## config.mk

```make
export PLATFORM = sky130hd
export DESIGN_NAME = mmcm_lock_sequencer
export DESIGN_NICKNAME = d
export VERILOG_FILES = /design/src/rtl/mmcm_lock_sequencer.sv
export SDC_FILE = /design/constraint.sdc
export NUM_CORES = 1
export LEC_CHECK = 0
export CAP_MARGIN = 20
export CORE_UTILIZATION = 59
export CTS_BUF_LIST = sky130_fd_sc_hd__clkbuf_8
export DETAILED_ROUTE_END_ITERATION = 6
export PLACE_DENSITY = 0.9
export SLEW_MARGIN = 20
export SYNTH_ARGS = -nofsm -noshare
export SYNTH_HDL_FRONTEND = slang
export SYNTH_SLANG_ARGS = --single-unit
```

## constraint.sdc

```tcl
create_clock -name clk -period 3.5 [get_ports clk]
set_input_delay 0.7 -clock clk [delete_from_list [all_inputs] [get_ports clk]]
set_output_delay 0.7 -clock clk [all_outputs]
set_load 0.02 [all_outputs]
```

## src/rtl/mmcm_lock_sequencer.sv

```systemverilog
// MMCM bring-up controller: pulses the MMCM reset, qualifies LOCKED, then releases
// the 200/100/50 MHz domain resets in stages and restarts on loss of lock.
module mmcm_lock_sequencer #(
    parameter int unsigned RST_PULSE    = 16,
    parameter int unsigned LOCK_TIMEOUT = 65536,
    parameter int unsigned LOCK_STABLE  = 256,
    parameter int unsigned STAGE_GAP    = 8,
    parameter int unsigned MAX_RETRIES  = 8
) (
    input  logic       clk,
    input  logic       rst_n,
    input  logic       locked_in,
    input  logic       force_reset,
    output logic       mmcm_rst,
    output logic [2:0] rst_out,
    output logic       ready,
    output logic       fail,
    output logic [7:0] retry_cnt,
    output logic [7:0] lock_loss_cnt
);

    localparam int unsigned MAX_AB  = (RST_PULSE > LOCK_TIMEOUT) ? RST_PULSE : LOCK_TIMEOUT;
    localparam int unsigned MAX_CD  = (LOCK_STABLE > 2 * STAGE_GAP) ? LOCK_STABLE : 2 * STAGE_GAP;
    localparam int unsigned MAX_ALL = (MAX_AB > MAX_CD) ? MAX_AB : MAX_CD;
    localparam int unsigned CW      = $clog2(MAX_ALL) + 1;

    localparam logic [CW-1:0] PULSE_LAST   = CW'(RST_PULSE - 1);
    localparam logic [CW-1:0] TIMEOUT_LAST = CW'(LOCK_TIMEOUT - 1);
    localparam logic [CW-1:0] STABLE_LAST  = CW'(LOCK_STABLE - 1);
    localparam logic [CW-1:0] RELEASE_LAST = CW'(2 * STAGE_GAP - 1);
    localparam logic [CW-1:0] STAGE_TWO    = CW'(STAGE_GAP);

    typedef enum logic [2:0] {
        S_RESET_PULSE,
        S_WAIT_LOCK,
        S_STABLE,
        S_RELEASE,
        S_RUN,
        S_FAIL
    } state_t;

    state_t        state_q, state_d;
    logic [CW-1:0] cnt_q, cnt_d;
    logic [1:0]    sync_q;
    logic          locked_s;
    logic [7:0]    retry_q, retry_d, retry_inc;
    logic [7:0]    loss_q, loss_d;
    logic          mmcm_rst_q, mmcm_rst_d;
    logic [2:0]    rst_out_q, rst_out_d;
    logic          ready_q, ready_d;
    logic          fail_q, fail_d;

    assign locked_s  = sync_q[1];
    assign retry_inc = (retry_q == 8'hFF) ? retry_q : retry_q + 8'd1;

    always_comb begin
        state_d = state_q;
        cnt_d   = cnt_q + 1'b1;
        retry_d = retry_q;
        loss_d  = loss_q;
        if (force_reset) begin
            state_d = S_RESET_PULSE;
            cnt_d   = '0;
            retry_d = '0;
        end else begin
            case (state_q)
                S_RESET_PULSE: begin
                    if (cnt_q == PULSE_LAST) begin
                        state_d = S_WAIT_LOCK;
                        cnt_d   = '0;
                    end
                end
                S_WAIT_LOCK: begin
                    // Lock wins over a coincident timeout.
                    if (locked_s) begin
                        state_d = S_STABLE;
                        cnt_d   = '0;
                    end else if (cnt_q == TIMEOUT_LAST) begin
                        retry_d = retry_inc;
                        cnt_d   = '0;
                        if ((MAX_RETRIES != 0) && ({24'd0, retry_inc} == MAX_RETRIES)) begin
                            state_d = S_FAIL;
                        end else begin
                            state_d = S_RESET_PULSE;
                        end
                    end
                end
                S_STABLE: begin
                    if (!locked_s) begin
                        state_d = S_WAIT_LOCK;
                        cnt_d   = '0;
                    end else if (cnt_q == STABLE_LAST) begin
                        state_d = S_RELEASE;
                        cnt_d   = '0;
                    end
                end
                S_RELEASE: begin
                    if (!locked_s) begin
                        state_d = S_RESET_PULSE;
                        cnt_d   = '0;
                        retry_d = retry_inc;
                    end else if (cnt_q == RELEASE_LAST) begin
                        state_d = S_RUN;
                        cnt_d   = '0;
                        retry_d = '0;
                    end
                end
                S_RUN: begin
                    cnt_d = '0;
                    if (!locked_s) begin
                        state_d = S_RESET_PULSE;
                        loss_d  = (loss_q == 8'hFF) ? loss_q : loss_q + 8'd1;
                    end
                end
                S_FAIL: begin
                    cnt_d = '0;
                end
                default: begin
                    state_d = S_RESET_PULSE;
                    cnt_d   = '0;
                end
            endcase
        end
    end

    // Outputs are decoded from the next state so they change on the same edge as the state.
    always_comb begin
        mmcm_rst_d = (state_d == S_RESET_PULSE) || (state_d == S_FAIL);
        ready_d    = (state_d == S_RUN);
        fail_d     = (state_d == S_FAIL);
        rst_out_d  = 3'b111;
        if (state_d == S_RUN) begin
            rst_out_d = 3'b000;
        end else if (state_d == S_RELEASE) begin
            rst_out_d = (cnt_d >= STAGE_TWO) ? 3'b100 : 3'b110;
        end
    end

    always_ff @(posedge clk or negedge rst_n) begin
        if (!rst_n) begin
            state_q    <= S_RESET_PULSE;
            cnt_q      <= '0;
            sync_q     <= '0;
            retry_q    <= '0;
            loss_q     <= '0;
            mmcm_rst_q <= 1'b1;
            rst_out_q  <= 3'b111;
            ready_q    <= 1'b0;
            fail_q     <= 1'b0;
        end else begin
            state_q    <= state_d;
            cnt_q      <= cnt_d;
            sync_q     <= {sync_q[0], locked_in};
            retry_q    <= retry_d;
            loss_q     <= loss_d;
            mmcm_rst_q <= mmcm_rst_d;
            rst_out_q  <= rst_out_d;
            ready_q    <= ready_d;
            fail_q     <= fail_d;
        end
    end

    assign mmcm_rst      = mmcm_rst_q;
    assign rst_out       = rst_out_q;
    assign ready         = ready_q;
    assign fail          = fail_q;
    assign retry_cnt     = retry_q;
    assign lock_loss_cnt = loss_q;

endmodule

```

==> summary.md <==
| Metric | Value |
|---|---|
| Status | finished, final reports clean |
| Routability congestion estimate | 0.890 |
| Final setup fails | 0 |
| Fin crit share | a little over four fifths |
| Seq/Total Area, Yosys | 41.8% |
| Max Slew Vio Count | 0 |
| Clk_lat worst skew | roughly 0.30 ns |
| Worst-path clk slew | 0.09 ns |
| Pwr dens | ~320 mW/mm^2 |
| Startpoint Class | flip-flop |
| Die span in x | 69.0 um |
| Arrival time worst endpoint | around 3.2 ns |
| Synth unique cells | 64 |
| Cell Area, Synth | 0.00265 sq mm |
| Clock Power Share | 41.2% |
| Die Y | 69.0 um |
| Root Driver | clkbuf_8 |
| Clock Sinks | 44 |
| Layout cells sized above 1 | 11.9% |
| IO buf count | 25 |
| Post-CTS Hold Fix Bufs | 0 |
| Fin Setup TNS | 0 ns |
| Sequential Power Share | 54.8% |
| Total CTS buffers | 5 |
| Largest net degree at the start of global routing | between 40 and 50 |
| Placed Cells | roughly 340 |
| Area Overhead vs Synth | 11.9% |
| Drt first pass iters | 4 |
| First-pass GRT wire length | 8650 um |
| Top FF cell, synth | dfrtp_1 |
| GRT overflow | 0 |
| Avg Cell Area, Syn | 9.39 sq um |
| Slowest cell on the critical path | and3_1 |
| Initial antenna violation count | 0 |
| Max-Cap Viols | 0 |
| Fin util | 71.5% |
| GRT Util Overall | 24.9% |
| Slowest cell delay on critical path | approximately 0.50 ns |
| Cells after synthesis | approximately 280 |
| Post_cts resized | 0 |
| Vias | between 2000 and 2500 |
| Row cnt | 23 |
| Endpoints failing hold | 0 |
| H-tree levels | 2 |
| Io pins | 26 |
| Worst-Margin Slew | 0.503 ns |
| Post-layout nets | approximately 300 |
| Ordered cell list for the critical path | ha_1 > nand3_1 > or2_0 > nor2_1 > nand3_1 > inv_1 > ha_1 > nor2_1 > nor2_1 > and3_1 > inv_1 > o21ai_1 > a21o_1 |
| Leak | between 1 and 1.5 nW |
| R2R depth | 13 |
| Non-Filler Instances | approximately 350 |
| Via density | 6.10 |
| EDFF count, synth | 0 |
| Maximum vdd ir drop | 0.237 mV |
| Worst-case clock buffer depth | 2 |
| Total wire length | 5240 um |
| Average wire per standard cell | 15.2 um |
| Yosys reg bits | 44 |
| Cell internal pwr | 0.000738 W |
| Post-CTS setup buffers | 0 |
| WP data required | 3.74 ns |
| Hpwl dp | ~3500 um |
| Worst setup EP type | flip-flop |
| Final min period | 2.95 ns |
| Initial DRC Count | 204 |
| Fill cells | 340 |
| Vias in the first global route | 1927 |
| F_max | approximately 340 MHz |
| Max_slew headroom | 66.5% |
| Core ar. | 0.00414 sq mm |
| RSZ-0062 raised after global routing | false |
| Hold Path Class | in -> async |
| Switching share of power | 22.0% |
| ANT cells | 0 |
| YS warnings | 0 |
| Starting Density | 63.9% |
| Setup Skew | 0.0125 ns |
| Antenna-violating nets left | 0 |
| Comb power frac | 4.0% |
| Worst-path fanout max | 15 |
| WS Path Type | reg -> reg |
| Number of remaining DRC errors | 0 |
| TritonCTS clock tree | done |
| Switching pwr | 0.000208 W |
| Area of the die | between 0.004 and 0.005 sq mm |
| Syn Nets | between 200 and 300 |
| Crit path top cell by count | nor2_1 |
| Asr flop ratio synth | 100% |
==> logic make-up (layout without fill, tap and decap cells) <==
group / count (synthesis) / count (layout) / synth area share, %
DFF: 44 / 44 / 41.8
xor gates and xnor gates: 26 / 26 / 8.60
AOI/OAI and AO/OA: 46 / 46 / 13.0
and+or+nand+nor: 130 / 130 / 26.9
muxes: 3 / 3 / 1.37
buffers and inverters: 28 / 41 / 5.95
adders and majority gates: 5 / 5 / 2.36
==> per-layer routing <==
layer / wire length, um / part of all wire (%) / up-vias / GRT usage [%]
li1: - / - / 1019 / -
met1: 2430 / 46 / 1027 / 32.6
met2: 2520 / 48 / 51 / 40.3
met3: 224 / 4.3 / 7 / 5.43
met4: 57 / 1.1 / 0 / 8.93
met5: 0 / 0 / - / 0
==> synth_stat cells (all sizes together), types with 9 or more instances <==
master  count  area share (%)
and3        9             2.3
nand4      10             2.6
xnor2      19             6.3
nor2       35             5.1
nand2      16             2.4
a21oi      13             2.6
nor3       10             1.9
buf        19             4.7
nand3      21             4.2
dfrtp      40              38
==> worst max-delay path, delay by kind of cell, from the launching register on <==
| family | cells | cell delay (ns) |
|---|---|---|
| AND/OR/NAND/NOR | 7 | 1.58 |
| adder cells (fa/ha/maj) | 2 | 0.42 |
| flip-flops | 1 | 0.39 |
| AO/OA/AOI/OAI | 2 | 0.34 |
| buffers and inverters | 2 | 0.17 |
==> final timing paths <==
kind | start | to | slack (ns)
min in group clk | sync_q[0] | sync_q[1] | 0.36
max | cnt_q[0] | retry_cnt[0] | 0.55
max in group asynchronous | rst_n | rst_out[0] | 2.58
max reg2reg | cnt_q[0] | retry_cnt[0] | 0.55
min | rst_n | retry_cnt[6] | 0.35
min reg2reg | sync_q[0] | sync_q[1] | 0.36
==> power by group through the flow <==
stage | combinational [W] | sequential (W) | clock (W)
after CTS | 0.0000346 | 0.000519 | 0.000398
after global routing | 0.0000428 | 0.000520 | 0.000423
final | 0.0000375 | 0.000519 | 0.000390
after global placement | 0.0000332 | 0.000528 | 0
after floorplan | 0.0000163 | 0.000527 | 0
after detailed placement | 0.0000343 | 0.000528 | 0
==> stage by stage <==
step | area, sq um | power (W) | setup slack, ns | hold slack (ns)
final | 2960 | 0.000946 | 0.551 | 0.348
after global routing | 2960 | 0.000986 | 0.208 | 0.370
after CTS | 2940 | 0.000951 | 0.550 | 0.360
after detailed placement | 2820 | 0.000563 | 0.634 | 0.339
after global placement | 2820 | 0.000561 | 0.812 | 0.337
after floorplan | 2650 | 0.000544 | 1.01 | 0.331
==> registers in the layout, indices dropped and copies added, names as in the netlist <==
register       count
cnt_q             17
lock_loss_cnt      8
retry_cnt          8
rst_out            3
state_q            3
sync_q             2
fail               1
mmcm_rst           1
ready              1
==> cell type report <==
| type | instances | area (sq um) | area share (%) |
|---|---|---|---|
| repair buffers | 26 | 273 | 9.21 |
| inverters | 7 | 26.3 | 0.887 |
| flip-flops and latches | 44 | 1110 | 37.3 |
| clock inverters | 3 | 42.5 | 1.44 |
| multi-input cells | 210 | 1380 | 46.7 |
| clock buffers | 5 | 68.8 | 2.32 |
| well taps | 50 | 62.6 | 2.11 |
==> cells in the final DEF (no fill, tap or decap), drive strengths merged, types with 7 or more instances in the layout <==
master / n
nand2: 16
nand4: 10
a21oi: 13
xnor2: 19
clkdlybuf4s50: 24
inv: 7
dfrtp: 40
and3: 9
nand3: 21
xor2: 7
o21ai: 7
nor3: 10
nor2: 35
(Power assumes the default switching activity.)
